<file path="src/rtl/meduram_pkg.sv">
// meduram_pkg: shared types and helpers for the BRAM bank write arbiter.
// The INIT state is only used when MEDURAM_WRARB_INIT_EN is defined.
package meduram_pkg;

  typedef enum logic {
    ST_INIT = 1'b0,
    ST_ARB  = 1'b1
  } arb_state_e;

  function automatic int ceil_div(input int a, input int b);
    return (a + b - 1) / b;
  endfunction

  function automatic int idx_width(input int n);
    return (n > 1) ? $clog2(n) : 1;
  endfunction

  function automatic bit cfg_ok(
    input int nb_req,
    input int nb_wragent,
    input int addr_width,
    input int ram_depth
  );
    return (nb_wragent >= 1) && (nb_wragent <= nb_req)
        && (ram_depth >= 1) && (ram_depth <= (2 ** addr_width));
  endfunction

endpackage

</file>
<file path="src/rtl/meduram_rr_picker.sv">
// meduram_rr_picker: combinational round-robin scan with address-conflict
// masking; k-th grant in scan order lands on port k.
module meduram_rr_picker
  import meduram_pkg::*;
#(
  parameter int NB_REQ     = 4,
  parameter int NB_WRAGENT = 2,
  parameter int ADDR_WIDTH = 8,
  parameter int IDX_W      = 2
) (
  input  logic [NB_REQ-1:0]            i_valid,
  input  logic [NB_REQ*ADDR_WIDTH-1:0] i_addr,
  input  logic [IDX_W-1:0]             i_ptr,
  output logic [NB_REQ-1:0]            o_grant,
  output logic [NB_WRAGENT-1:0]        o_port_vld,
  output logic [NB_WRAGENT*IDX_W-1:0]  o_port_idx,
  output logic [IDX_W-1:0]             o_next_ptr
);

  logic [NB_WRAGENT*ADDR_WIDTH-1:0] w_taken;
  logic [ADDR_WIDTH-1:0]            w_cur;
  logic                             w_hit;
  int                               w_n;
  int                               w_idx;

  always_comb begin
    o_grant    = '0;
    o_port_vld = '0;
    o_port_idx = '0;
    o_next_ptr = i_ptr;
    w_taken    = '0;
    w_cur      = '0;
    w_hit      = 1'b0;
    w_n        = 0;
    w_idx      = 0;
    for (int k = 0; k < NB_REQ; k++) begin
      w_idx = int'(i_ptr) + k;
      if (w_idx >= NB_REQ) w_idx = w_idx - NB_REQ;
      w_cur = i_addr[w_idx*ADDR_WIDTH +: ADDR_WIDTH];
      w_hit = 1'b0;
      // Same-address losers stay pending and do not consume a port.
      for (int j = 0; j < NB_WRAGENT; j++) begin
        if (j < w_n && w_taken[j*ADDR_WIDTH +: ADDR_WIDTH] == w_cur)
          w_hit = 1'b1;
      end
      if (i_valid[w_idx] && !w_hit && w_n < NB_WRAGENT) begin
        o_grant[w_idx]                    = 1'b1;
        o_port_vld[w_n]                   = 1'b1;
        o_port_idx[w_n*IDX_W +: IDX_W]    = IDX_W'(w_idx);
        w_taken[w_n*ADDR_WIDTH +: ADDR_WIDTH] = w_cur;
        o_next_ptr = (w_idx == NB_REQ - 1) ? '0 : IDX_W'(w_idx + 1);
        w_n = w_n + 1;
      end
    end
  end

endmodule

</file>
<file path="src/rtl/meduram_wr_arbiter.sv">
// meduram_wr_arbiter: shares NB_WRAGENT BRAM write ports among NB_REQ requesters.
// Define MEDURAM_WRARB_INIT_EN to zero the whole RAM after reset.
module meduram_wr_arbiter
  import meduram_pkg::*;
#(
  parameter int NB_REQ     = 4,
  parameter int NB_WRAGENT = 2,
  parameter int ADDR_WIDTH = 8,
  parameter int RAM_DEPTH  = 2 ** ADDR_WIDTH,
  parameter int DATA_WIDTH = 32
) (
  input  logic                           aclk,
  input  logic                           aresetn,
  input  logic [NB_REQ-1:0]              req_valid,
  output logic [NB_REQ-1:0]              req_ready,
  input  logic [NB_REQ*ADDR_WIDTH-1:0]   req_addr,
  input  logic [NB_REQ*DATA_WIDTH-1:0]   req_data,
  output logic [NB_WRAGENT-1:0]          wren,
  output logic [NB_WRAGENT*ADDR_WIDTH-1:0] wraddr,
  output logic [NB_WRAGENT*DATA_WIDTH-1:0] wrdata,
  output logic                           init_busy
);

  localparam int IDX_W = idx_width(NB_REQ);

  if (!cfg_ok(NB_REQ, NB_WRAGENT, ADDR_WIDTH, RAM_DEPTH)) begin : g_cfg_err
    $error("meduram_wr_arbiter: need 1 <= NB_WRAGENT <= NB_REQ, RAM_DEPTH <= 2**ADDR_WIDTH");
  end

  logic [IDX_W-1:0]                w_next_ptr;
  logic [NB_REQ-1:0]               w_grant;
  logic [NB_WRAGENT-1:0]           w_port_vld;
  logic [NB_WRAGENT*IDX_W-1:0]     w_port_idx;
  logic [NB_WRAGENT*ADDR_WIDTH-1:0] w_port_addr;
  logic [NB_WRAGENT*DATA_WIDTH-1:0] w_port_data;
  logic                            w_arb;

  logic [IDX_W-1:0]                r_ptr;
  logic [NB_WRAGENT-1:0]           r_wren;
  logic [NB_WRAGENT*ADDR_WIDTH-1:0] r_wraddr;
  logic [NB_WRAGENT*DATA_WIDTH-1:0] r_wrdata;

  meduram_rr_picker #(
    .NB_REQ     (NB_REQ),
    .NB_WRAGENT (NB_WRAGENT),
    .ADDR_WIDTH (ADDR_WIDTH),
    .IDX_W      (IDX_W)
  ) u_picker (
    .i_valid    (req_valid),
    .i_addr     (req_addr),
    .i_ptr      (r_ptr),
    .o_grant    (w_grant),
    .o_port_vld (w_port_vld),
    .o_port_idx (w_port_idx),
    .o_next_ptr (w_next_ptr)
  );

  always_comb begin
    w_port_addr = '0;
    w_port_data = '0;
    for (int k = 0; k < NB_WRAGENT; k++) begin
      w_port_addr[k*ADDR_WIDTH +: ADDR_WIDTH] =
        req_addr[int'(w_port_idx[k*IDX_W +: IDX_W])*ADDR_WIDTH +: ADDR_WIDTH];
      w_port_data[k*DATA_WIDTH +: DATA_WIDTH] =
        req_data[int'(w_port_idx[k*IDX_W +: IDX_W])*DATA_WIDTH +: DATA_WIDTH];
    end
  end

`ifdef MEDURAM_WRARB_INIT_EN
  localparam int CNT_W    = ADDR_WIDTH + 2;
  localparam int LAST_CNT = (ceil_div(RAM_DEPTH, NB_WRAGENT) - 1) * NB_WRAGENT;

  arb_state_e       r_state;
  logic [CNT_W-1:0] r_cnt;

  assign w_arb     = (r_state == ST_ARB);
  assign init_busy = (r_state == ST_INIT);
`else
  assign w_arb     = 1'b1;
  assign init_busy = 1'b0;
`endif

  assign req_ready = w_grant & {NB_REQ{w_arb & aresetn}};
  assign wren      = r_wren;
  assign wraddr    = r_wraddr;
  assign wrdata    = r_wrdata;

  always_ff @(posedge aclk or negedge aresetn) begin
    if (!aresetn) begin
      r_ptr    <= '0;
      r_wren   <= '0;
      r_wraddr <= '0;
      r_wrdata <= '0;
`ifdef MEDURAM_WRARB_INIT_EN
      r_state  <= ST_INIT;
      r_cnt    <= '0;
`endif
    end else if (w_arb) begin
      r_ptr <= w_next_ptr;
      // Idle ports keep their last addr/data to avoid needless toggling.
      for (int k = 0; k < NB_WRAGENT; k++) begin
        r_wren[k] <= w_port_vld[k];
        if (w_port_vld[k]) begin
          r_wraddr[k*ADDR_WIDTH +: ADDR_WIDTH] <=
            w_port_addr[k*ADDR_WIDTH +: ADDR_WIDTH];
          r_wrdata[k*DATA_WIDTH +: DATA_WIDTH] <=
            w_port_data[k*DATA_WIDTH +: DATA_WIDTH];
        end
      end
    end
`ifdef MEDURAM_WRARB_INIT_EN
    else begin
      for (int k = 0; k < NB_WRAGENT; k++) begin
        if (r_cnt + CNT_W'(k) < CNT_W'(RAM_DEPTH)) begin
          r_wren[k] <= 1'b1;
          r_wraddr[k*ADDR_WIDTH +: ADDR_WIDTH] <= ADDR_WIDTH'(r_cnt + CNT_W'(k));
          r_wrdata[k*DATA_WIDTH +: DATA_WIDTH] <= '0;
        end else begin
          r_wren[k] <= 1'b0;
        end
      end
      r_cnt <= r_cnt + CNT_W'(NB_WRAGENT);
      if (r_cnt == CNT_W'(LAST_CNT)) r_state <= ST_ARB;
    end
`endif
  end

endmodule

</file>
<file path="config.mk">
export PLATFORM = sky130hd
export DESIGN_NAME = meduram_wr_arbiter
export DESIGN_NICKNAME = d
export VERILOG_FILES = /design/src/rtl/meduram_pkg.sv /design/src/rtl/meduram_rr_picker.sv /design/src/rtl/meduram_wr_arbiter.sv
export SDC_FILE = /design/constraint.sdc
export NUM_CORES = 1
export LEC_CHECK = 0
export CAP_MARGIN = 30
export CORE_MARGIN = 5
export CORE_UTILIZATION = 37
export DETAILED_ROUTE_END_ITERATION = 12
export GPL_TIMING_DRIVEN = 0
export PLACE_DENSITY = 0.68
export SETUP_SLACK_MARGIN = 0.4
export SYNTH_ARGS = -nofsm -noshare
export SYNTH_HDL_FRONTEND = slang
export SYNTH_SLANG_ARGS = --single-unit
</file>
<file path="constraint.sdc">
create_clock -name aclk -period 5.7 [get_ports aclk]
set_input_delay 0.855 -clock aclk [delete_from_list [all_inputs] [get_ports aclk]]
set_output_delay 0.855 -clock aclk [all_outputs]
set_load 0.01 [all_outputs]
</file>
## Word level (Yosys, flattened, before mapping)

Index checks and enable logic that the tools add are counted.

- Latch bits: 0
- Memories: 0
- Output and inout bits: 87
- Word-level logic and storage cells: 176
- Register bits: 84
- Memory bits (read-only): 0
- Bits in writable memories: 0

- Reduce and logical (&&, ||, !) cells: 24
- Div/mod/pow operators: 0
- Shift-type cells: 18
- Magnitude comparators: 27
- Bitwise operators: 7
- $add $sub $neg: 18
- Muxes and demuxes: 67
- Equality and inequality tests: 9
- Multiply operators: 0

Operators by type and width:

| operator | count |
|---|---|
| indexed part select 128 x 8 -> 32 bit | 2 |
| greater-or-equal comparator 32 x 1 -> 1 bit, second input constant | 6 |
| 2-to-1 mux 32 bit | 6 |
| == test 32 x 3 -> 1 bit, second input constant | 4 |
| less-than comparator 32 x 3 -> 1 bit, second input constant | 4 |
| less-than comparator 32 x 4 -> 1 bit, second input constant | 4 |
| indexed part select 32 x 32 -> 8 bit | 4 |
| negator 32 -> 33 bit | 3 |
| variable shift 2 x 33 -> 4 bit, first input constant | 3 |
| indexed part select 2 x 33 -> 4 bit | 3 |
| greater-or-equal comparator 32 x 4 -> 1 bit, second input constant | 3 |
| subtractor 32 x 4 -> 32 bit, second input constant | 3 |
| variable shift 8 x 33 -> 16 bit, first input constant | 2 |
| indexed part select 8 x 33 -> 16 bit | 2 |
| less-than comparator 1 x 32 -> 1 bit, first input constant | 2 |
| less-than comparator 2 x 32 -> 1 bit, first input constant | 2 |
| indexed part select 32 x 6 -> 8 bit | 2 |
| == test 8 bit | 5 |
| negator 2 -> 33 bit | 1 |
| negator 4 -> 33 bit | 1 |
| adder 32 x 2 -> 32 bit, second input constant | 1 |
| bitwise mux 16 bit | 2 |
| 2-to-1 mux 16 bit | 2 |
| 2-to-1 mux 4 bit | 7 |
| 24 further kinds | 96 |

## Depth between registers and ports, before layout

Gate-level depths: netlist of the first run.

- Depth in word-level cells: 31
- Gate-level depth with buffers: 32

## Modules after synthesis

Synthesis of the first run repeated with hierarchy kept, for this count alone.

- Cells, all modules: 761
- Area, all modules: 7882.6 sq um

By module, submodules not included:

| module | instances | area an instance (sq um) | sequential area each (sq um) | cells an instance |
|---|---|---|---|---|
| meduram_wr_arbiter | 1 | 5338.9 | 2102.0 | 456 |
| meduram_rr_picker | 1 | 2543.7 | 0.0 | 305 |

## Worst setup path after synthesis of the first run

Ideal clock, no wire load.

- Kind: reg-to-reg
- Start: register r_ptr[1]
- End: register r_wraddr[4] (netlist: wraddr[4])
- Data required time: 5.577 ns
- Path slack: -0.658 ns
- Stages on the path, launching flop included: 31
- Period minus slack after synthesis: 6.358 ns
- Buffers on the path: 8
- Arrival time: 6.235 ns
- Cell sequence: dfrtp_1 -> buf_6 -> inv_1 -> buf_2 -> ha_1 -> buf_6 -> buf_2 -> mux4_2 -> nor4bb_1 -> a31oi_1 -> o32ai_1 -> nand4_1 -> and2_4 -> buf_6 -> ha_1 -> or3_1 -> a31oi_4 -> xnor2_2 -> inv_1 -> ha_1 -> ha_1 -> or3_1 -> a21oi_2 -> nand2_1 -> or3_1 -> buf_2 -> and2_4 -> buf_6 -> buf_8 -> mux2_4 -> o221a_1

- Word-level cells in the longest chain between the ends: 31
- Elaborated cells on any way between the ends: 122

Ends and longest elaborated chain:

| item | line | text |
|---|---|---|
| from (decl) | meduram_wr_arbiter.sv:38 | `logic [IDX_W-1:0] r_ptr;` |
| from (signal assigned) | meduram_wr_arbiter.sv:99 | `r_ptr <= w_next_ptr;` |
| branches (longest 31 deep; another with subtractor 32 x 4 -> 32 bit) | - |  |
| to (signal, indexed assignment) | meduram_wr_arbiter.sv:104 | `r_wraddr[k*ADDR_WIDTH +: ADDR_WIDTH] <=` |
| to (decl) | meduram_wr_arbiter.sv:40 | `logic [NB_WRAGENT*ADDR_WIDTH-1:0] r_wraddr;` |

Parallel ways; which one is timed is not known. The select of a mux whose other input is x is not followed.
A chain may end at the register's enable or synchronous reset.

## Worst setup path after layout of the first run

- Start: register r_ptr[1]
- End: output req_ready[3]

- Word-level cells in the longest chain between the ends: 31
- Elaborated cells on any way between the ends: 111

Ends and longest elaborated chain:

| item | line | text |
|---|---|---|
| branches (longest 29 deep; another with subtractor 32 x 4 -> 32 bit) | - |  |
| 2-to-1 mux 4 bit * | meduram_rr_picker.sv:46 | `if (i_valid[w_idx] && !w_hit && w_n < NB_WRAGENT) begin` |
| bitwise AND 4 bit * | meduram_wr_arbiter.sv:83 | `assign req_ready = w_grant & {NB_REQ{w_arb & aresetn}};` |
| to (decl) | meduram_wr_arbiter.sv:15 | `output logic [NB_REQ-1:0] req_ready,` |

Mark *: on every way between the ends. The select of a mux whose other input is x is not followed.

==> summary.txt, run 1 <==
Status
  • Status: finished, violations left
  • Failing checks: setup timing

CTS
  • Clk pin slew, worst setup/hold paths: 0.07 ns
  • H-tree lvl count: 3
  • Clock Sinks: between 80 and 90
  • Count of hold buffers inserted by post-cts repair: 0
  • Later-pin clock latency in the skew report: 0.34 ns
  • CTS Buf Count: 9
  • CTS tree: yes
  • Root Driver: clkbuf_16
  • Clock Path Buffers: 2

Floorplanning
  • # rows: 54
  • Core ar.: 0.0220 mm²
  • Die X: 160 µm
  • # IOs: around 250
  • Chip height: between 150 and 200 µm
  • Die area: between 0.02 and 0.03 mm²
  • Initial core utilization: 37.9%

Timing
  • RSZ-0062 raised after global routing: yes
  • Slew headroom: 49.9%
  • Final slew viol count: 0
  • Fmax: roughly 0.15 GHz
  • Final hold vios: 0
  • Slew @ Worst Pin: ~0.75 ns
  • # setup viols final: just under 90
  • PnR worst setup slack: -0.808 ns
  • Skew final: 0.00586 ns
  • Tcrit/Tclk final: 114%
  • Min cycle time layout: roughly 6.5 ns

Cells and area
  • Util after Layout: approximately three fifths
  • Fillers: 1,854
  • N_diodes: 0
  • Sequential Area: 0.00210 mm²
  • Layout cells sized above 1: approximately a quarter
  • Area of the multi-input gates: slightly below 0.006 mm²
  • Syn-to-layout area delta: 56.9%
  • Nets: roughly 1,400

Logic synthesis
  • Flops & latches, synth: between 80 and 90
  • Dominant register cell in the synthesized netlist: dfrtp_1
  • Most frequent cell after synthesis: mux2i_1
  • Synth area leaders: dfrtp_1 25%, mux2i_1 15%, mux4_2 7.0%
  • Unique masters post-synth: just over 80
  • Yosys top cell by area: dfrtp_1
  • Yosys top cell area share: between 20% and 30%
  • Syn Area/Cell: between 9 and 10 µm²
  • Number of warning messages in the yosys log: 0
  • Post-Syn Area: 0.00832 mm²
  • Synth cell count leaders: 125 x mux2i_1, 84 x dfrtp_1, 64 x inv_1
  • Post-synth ARST share: between 90% and 100%
  • Sequential fraction of the synthesis area: 25.3%
  • Synthesized netlist cell count: around 850
  • Post-synth EDFFs: 0

GRT
  • Total Routing Usage GR: between 20 and 30%
  • Grt ovf: 0
  • Pin count of the biggest net entering global routing: 61
  • Initial antenna violation count: 0
  • First-pass GRT wire length: 56,700 µm
  • Vias in the first global route: 9,303

Detailed routing
  • Routed WL: between 30,000 and 40,000 µm
  • Initial DRC count: 871
  • Post-DR vias/cell: 6.27
  • Number of remaining DRC errors: 0
  • Via count: 9,143
  • Drt pass-1 iters: 6
  • Wire per inst: 25.9 µm
  • Antenna Nets Post-Route: 0

Placed design
  • I/O Buffers: 250
  • Worst slack, placed: -1.93 ns
  • Placer Congestion: around 0.95
  • Detailed placement HPWL: 26,500 µm

Critical path
  • Setup crit start kind: flip-flop
  • Worst r2r src: r_ptr[1]
  • Worst setup path start: r_ptr[1]
  • WP data required: 4.85 ns
  • Critical path class: reg2out
  • Worst Path Max Fanout: 6
  • Arr. time, crit path: between 5 and 6 ns
  • Setup crit end kind: output pin

Flow run
  • Max Cap Violations: 0

Min path
  • HP Class: in2async
-- state kept, by name (all words and copies together) (netlist names) --
name and flops:
wraddr 16, r_ptr 2, wren 2, wrdata 64
-- critical path: stages, from the launching register on --
cell and delay [ns]:
dfrtp_2 0.41, buf_8 0.13, clkinvlp_4 0.10, buf_12 0.14
ha_4 0.27, buf_12 0.11, mux4_2 0.58, xnor2_2 0.18
nand4_1 0.15, a31oi_4 0.23, nand4_1 0.17, and2_4 0.19
buf_8 0.12, ha_4 0.15, or3_4 0.40, a31oi_4 0.23
xnor2_4 0.15, inv_2 0.07, ha_4 0.17, ha_4 0.16
a221o_1 0.27, a21oi_2 0.17, a31oi_4 0.13, and2_4 0.21
buf_8 0.13, nand2_4 0.06, a31oi_2 0.07, buf_2 0.15
-- worst paths after layout --
path | to | slack (ns) | depth (start not counted)
max in group asynchronous | wrdata[55] | 4.59 | 2
min in group aclk | wrdata[54] | 0.55 | 2
worst max-delay path | req_ready[3] | -0.81 | 27
worst max register to register | wraddr[13] | -0.76 | 33
worst min-delay path | wrdata[38] | 0.43 | 1
worst min register to register | wrdata[54] | 0.55 | 2
-- placed cells by master, fill, tap and decap left out, drive strengths merged, types with 5 or more instances in the layout --
cell             n
a21oi           21
inv             66
and2             6
nor2b            6
o2111ai         13
buf            120
ha              13
xnor2            9
dlymetal6s2s     6
o221a           13
mux2            19
a21boi          29
a31oi            6
a222oi          43
o21ai           14
mux2i          126
a211oi          32
mux4            26
nand2           42
nand3           17
dfrtp           84
clkdlybuf4s50  237
a2111oi         30
nand4            5
nor2            48
o211ai          18
nor3             5
or3              5
clkbuf          46
-- kinds of logic after synthesis --
logic type                 count (synthesis)  synth area share [%]
AOI/OAI and AO/OA                        260                  27.7
xor gates and xnor gates                  11                  1.25
adders and majority gates                 13                  1.96
buffers and inverters                    148                  9.00
DFF                                       84                  25.3
muxes                                    171                  25.2
other                                      2                0.0903
and+or+nand+nor                          156                  9.52
-- layer usage --
metal / global-route usage [%] / share of wire, % / vias up
met5: 0 / 0 / -
met4: 8.80 / 3.0 / 0
met3: 6.98 / 10 / 76
met2: 43.7 / 46 / 514
met1: 38.2 / 41 / 4555
li1: - / - / 3998
-- per-stage QoR --
step / hold WS [ns] / instance area [µm²] / instances / TNS [ns]
2_1_floorplan: 0.559 / 8450 / 846 / -8.05
3_5_place_dp: 0.539 / 11300 / 1377 / -132.83
6_report: 0.427 / 13000 / 1459 / -53.84
5_1_grt: 0.449 / 13000 / 1459 / -71.00
3_3_place_gp: 0.536 / 11300 / 1376 / -130.67
4_1_cts: 0.438 / 12700 / 1447 / -47.94
-- area by class of cell --
cell class | instances | share of cell area, %
Multi-Input combinational cell | 614 | 44.9
Timing Repair Buffer | 318 | 25.4
Sequential cell | 84 | 16.1
Buffer | 81 | 6.77
Tap cell | 280 | 2.69
Clock buffer | 12 | 1.97
Inverter | 67 | 1.96
Clock inverter | 3 | 0.173
-- repair_timing --
item                                    4_1_cts  5_1_grt
setup buffers                                46        9
endpoints found under the hold margin         0        0
pin swaps                                    64       11
endpoints found under the setup margin       88       88
cloned                                        9        3
resized for setup                           178       69
Power of run 1 is not shown: default switching activity piles up to over one toggle a cycle in this logic, so the estimate is an artifact.
==> run 2: changes to the inputs <==
--- a/config.mk
+++ b/config.mk
@@ -10,8 +10,9 @@
 export CORE_UTILIZATION = 37
 export DETAILED_ROUTE_END_ITERATION = 12
 export GPL_TIMING_DRIVEN = 0
-export PLACE_DENSITY = 0.68
+export PLACE_DENSITY = 0.69
 export SETUP_SLACK_MARGIN = 0.4
 export SYNTH_ARGS = -nofsm -noshare
 export SYNTH_HDL_FRONTEND = slang
+export SYNTH_HIERARCHICAL = 1
 export SYNTH_SLANG_ARGS = --single-unit
==> run 2 against run 1 <==
Effect of this change:
- the run still ends with setup timing left
- sequential share of layout area up 0.62 points
- cell area decreased by 3.7%
- utilization rose by 0.35 points
- critical path depth grew 2
- area after synthesis down 5.2%
- worst setup slack worse by 0.54 ns
- synthesized cell count is 9.9% lower
- wire length is 14% lower
- clock skew grew 0.0044 ns
- worst hold slack worse by 0.0056 ns
- first-iteration DRC count fell by 45%
- critical endpoint unchanged
- global-route usage fell by 2.3 points
==> summary.txt, run 2 <==
Status
  • Status: finished, violations left (unchanged)
  • Failing checks: setup timing (unchanged)

Critical path
  • Critical path class: reg2out (unchanged)
  • Largest stage delay, worst path: 0.55 ns (was 0.58 ns)
  • Most frequent CP cell: buf_12 (was ha_4)
  • Setup crit start kind: flip-flop (unchanged)
  • Critical-path top delay cell: or4b_4 (was mux4_2)
  • Setup crit end kind: output pin (unchanged)
  • WP data required: 4.85 ns (about the same)
  • Worst Path Max Fanout: 10 (was 6)
  • Arr. time, crit path: 6.19 ns (was 5.65 ns)

Cells and area
  • Max FFs per register: 64 (unchanged)
  • Util after Layout: 59.8% (was 59.4%)
  • Most frequent cells in the layout: 246 x clkdlybuf4s50_1, 143 x mux2i_1, 83 x nand2b_1 (was 237 x clkdlybuf4s50_1, 121 x mux2i_1, 82 x dfrtp_1)
  • Syn-to-layout area delta: 59.4% (was 56.9%)
  • Fillers: 1,776 (was 1,854)
  • Design area: 0.0126 mm² (was 0.0130 mm²)
  • Most common cell after layout, fill and taps aside: clkdlybuf4s50_1 (unchanged)
  • Nets: 1,255 (was 1,354)
  • Layout cells sized above 1: 22.1% (was 26.5%)
  • N_diodes: 0 (unchanged)

Detailed routing
  • Wire per inst: 23.8 µm (was 25.9 µm)
  • Number of remaining DRC errors: 0 (unchanged)
  • Via count: 8,011 (was 9,143)
  • Initial DRC count: 475 (was 871)
  • Drt pass-1 iters: 5 (was 6)
  • Post-DR vias/cell: 5.91 (was 6.27)
  • Routed WL: 32,300 µm (was 37,700 µm)
  • Antenna Nets Post-Route: 0 (unchanged)

Logic synthesis
  • Unique masters post-synth: 63 (was 83)
  • Post-synth EDFFs: 0 (unchanged)
  • Sequential fraction of the synthesis area: 26.7% (was 25.3%)
  • Yosys top cell by area: dfrtp_1 (unchanged)
  • Yosys top cell area share: 26.7% (was 25.3%)
  • Synth cell count leaders: 176 x mux2i_1, 86 x nand2b_1, 84 x dfrtp_1 (was 125 x mux2i_1, 84 x dfrtp_1, 64 x inv_1)
  • Synthesized netlist cell count: 761 (was 845)
  • Most frequent cell after synthesis: mux2i_1 (unchanged)
  • Number of warning messages in the yosys log: 6 (was 0)
  • Post-synth ARST share: 100% (unchanged)
  • Post-Syn Area: 0.00788 mm² (was 0.00832 mm²)
  • Syn Area/Cell: 10.4 µm² (was 9.84 µm²)
  • Synth area leaders: dfrtp_1 27%, mux2i_1 22%, o221ai_1 8.9% (was dfrtp_1 25%, mux2i_1 15%, mux4_2 7.0%)
  • Flops & latches, synth: 84 (unchanged)
  • Dominant register cell in the synthesized netlist: dfrtp_1 (unchanged)
  • Syn nets: between 900 and 1,000

GRT
  • First-pass GRT wire length: 48,500 µm (was 56,700 µm)
  • Total Routing Usage GR: 25.7% (was 28.0%)
  • Initial antenna violation count: 1 (was 0)
  • Vias in the first global route: 8,126 (was 9,303)
  • Grt ovf: 0 (unchanged)
  • Pin count of the biggest net entering global routing: 63 (was 61)

CTS
  • Count of hold buffers inserted by post-cts repair: 0 (unchanged)
  • Root Driver: clkbuf_16 (unchanged)
  • CTS Buf Count: 9 (unchanged)
  • Clock Sinks: 84 (unchanged)
  • Clk pin slew, worst setup/hold paths: 0.07 ns (about the same)
  • Clock Path Buffers: 2 (unchanged)
  • Later-pin clock latency in the skew report: 0.36 ns (was 0.34 ns)
  • H-tree lvl count: 3 (unchanged)
  • CTS tree: yes (unchanged)

Timing
  • Final slew viol count: 0 (unchanged)
  • Min cycle time layout: 7.04 ns (was 6.51 ns)
  • Fmax: 0.142 GHz (was 0.154 GHz)
  • Tcrit/Tclk final: 124% (was 114%)
  • RSZ-0062 raised after global routing: yes (unchanged)
  • Hold slack: 0.422 ns (was 0.427 ns)
  • # setup viols final: 87 (unchanged)
  • Slew @ Worst Pin: 0.789 ns (was 0.752 ns)
  • Skew final: 0.0103 ns (was 0.00586 ns)
  • Slew headroom: 47.2% (was 49.9%)
  • Final hold vios: 0 (unchanged)
  • PnR worst setup slack: -1.34 ns (was -0.808 ns)

Placed design
  • Detailed placement HPWL: 22,800 µm (was 26,500 µm)
  • Placer Congestion: 0.940 (was 0.947)
  • Cell Area, Placed: 0.0109 mm² (was 0.0113 mm²)
  • Worst slack, placed: -2.27 ns (was -1.93 ns)
  • I/O Buffers: 251 (was 250)

Floorplanning
  • # rows: 53 (was 54)
  • Core ar.: 0.0210 mm² (was 0.0220 mm²)
  • Die area: 0.0243 mm² (was 0.0256 mm²)
  • Die X: 156 µm (was 160 µm)
  • Chip height: 156 µm (was 160 µm)
  • Initial core utilization: 37.5% (was 37.9%)
  • # IOs: 253 (unchanged)

Min path
  • HP Class: in2async (unchanged)

Flow run
  • Max Cap Violations: 0 (unchanged)
==> run 2: cell families after synthesis <==
group                      share of synthesized area [%]
adders and majority gates                           2.22
muxes                                               32.2
DFF                                                 26.7
buffers and inverters                               6.52
other                                              0.143
AOI/OAI and AO/OA                                   16.4
xor gates and xnor gates                            1.67
and+or+nand+nor                                     14.1
==> run 2: worst paths after layout <==
kind | slack (ns) | cells past startpoint | end | from
max reg2reg | -1.00 | 34 | wrdata[35] | r_ptr[0]
min in group aclk | 0.50 | 2 | wrdata[1] | wrdata[1]
max | -1.34 | 29 | req_ready[3] | r_ptr[0]
min | 0.42 | 1 | wrdata[55] | aresetn
min reg2reg | 0.50 | 2 | wrdata[1] | wrdata[1]
max in group asynchronous | 4.61 | 2 | wraddr[12] | aresetn
==> run 2: per-layer routing <==
metal	part of all wire [%]	GRT usage [%]	vias up
li1	-	-	3601
met1	39	32.2	3958
met2	48	42.4	381
met3	8.8	7.41	69
met4	3.6	9.00	2
met5	0.034	0	-
==> run 2: final cells by class <==
type / instances / area (µm²) / share of cell area [%]
clock buffer: 10 / 229 / 1.82
timing repair buffer: 303 / 3290 / 26.2
inverter: 10 / 53.8 / 0.428
tap: 275 / 344 / 2.74
clock inverter: 6 / 96.3 / 0.767
sequential: 84 / 2100 / 16.7
multi-input combinational: 605 / 5740 / 45.7
buffer: 62 / 708 / 5.64
==> run 2: critical path, delay by kind of cell (launching register included) <==
kind	cells	cell delay, ns
flip-flops	1	0.43
AND/OR/NAND/NOR	8	1.79
multiplexers	1	0.36
buffers and inverters	11	1.37
XOR/XNOR	2	0.36
AO/OA/AOI/OAI	5	1.15
adder cells (fa/ha/maj)	2	0.34
==> run 2: timing repair <==
| action | CTS | global route |
|---|---|---|
| pin swaps | 20 | 17 |
| setup endpoints to repair | 88 | 88 |
| cloned | 9 | 2 |
| gates resized for setup | 83 | 71 |
| setup buffers | 30 | 10 |
==> run 2: metrics by stage <==
step,cells,setup TNS [ns]
final,1355,-80.14
after global routing,1355,-100.46
after CTS,1343,-74.88
after detailed placement,1288,-162.54
after global placement,1287,-163.60
after floorplan,761,-60.40
Power of run 2 is left out for the same reason.
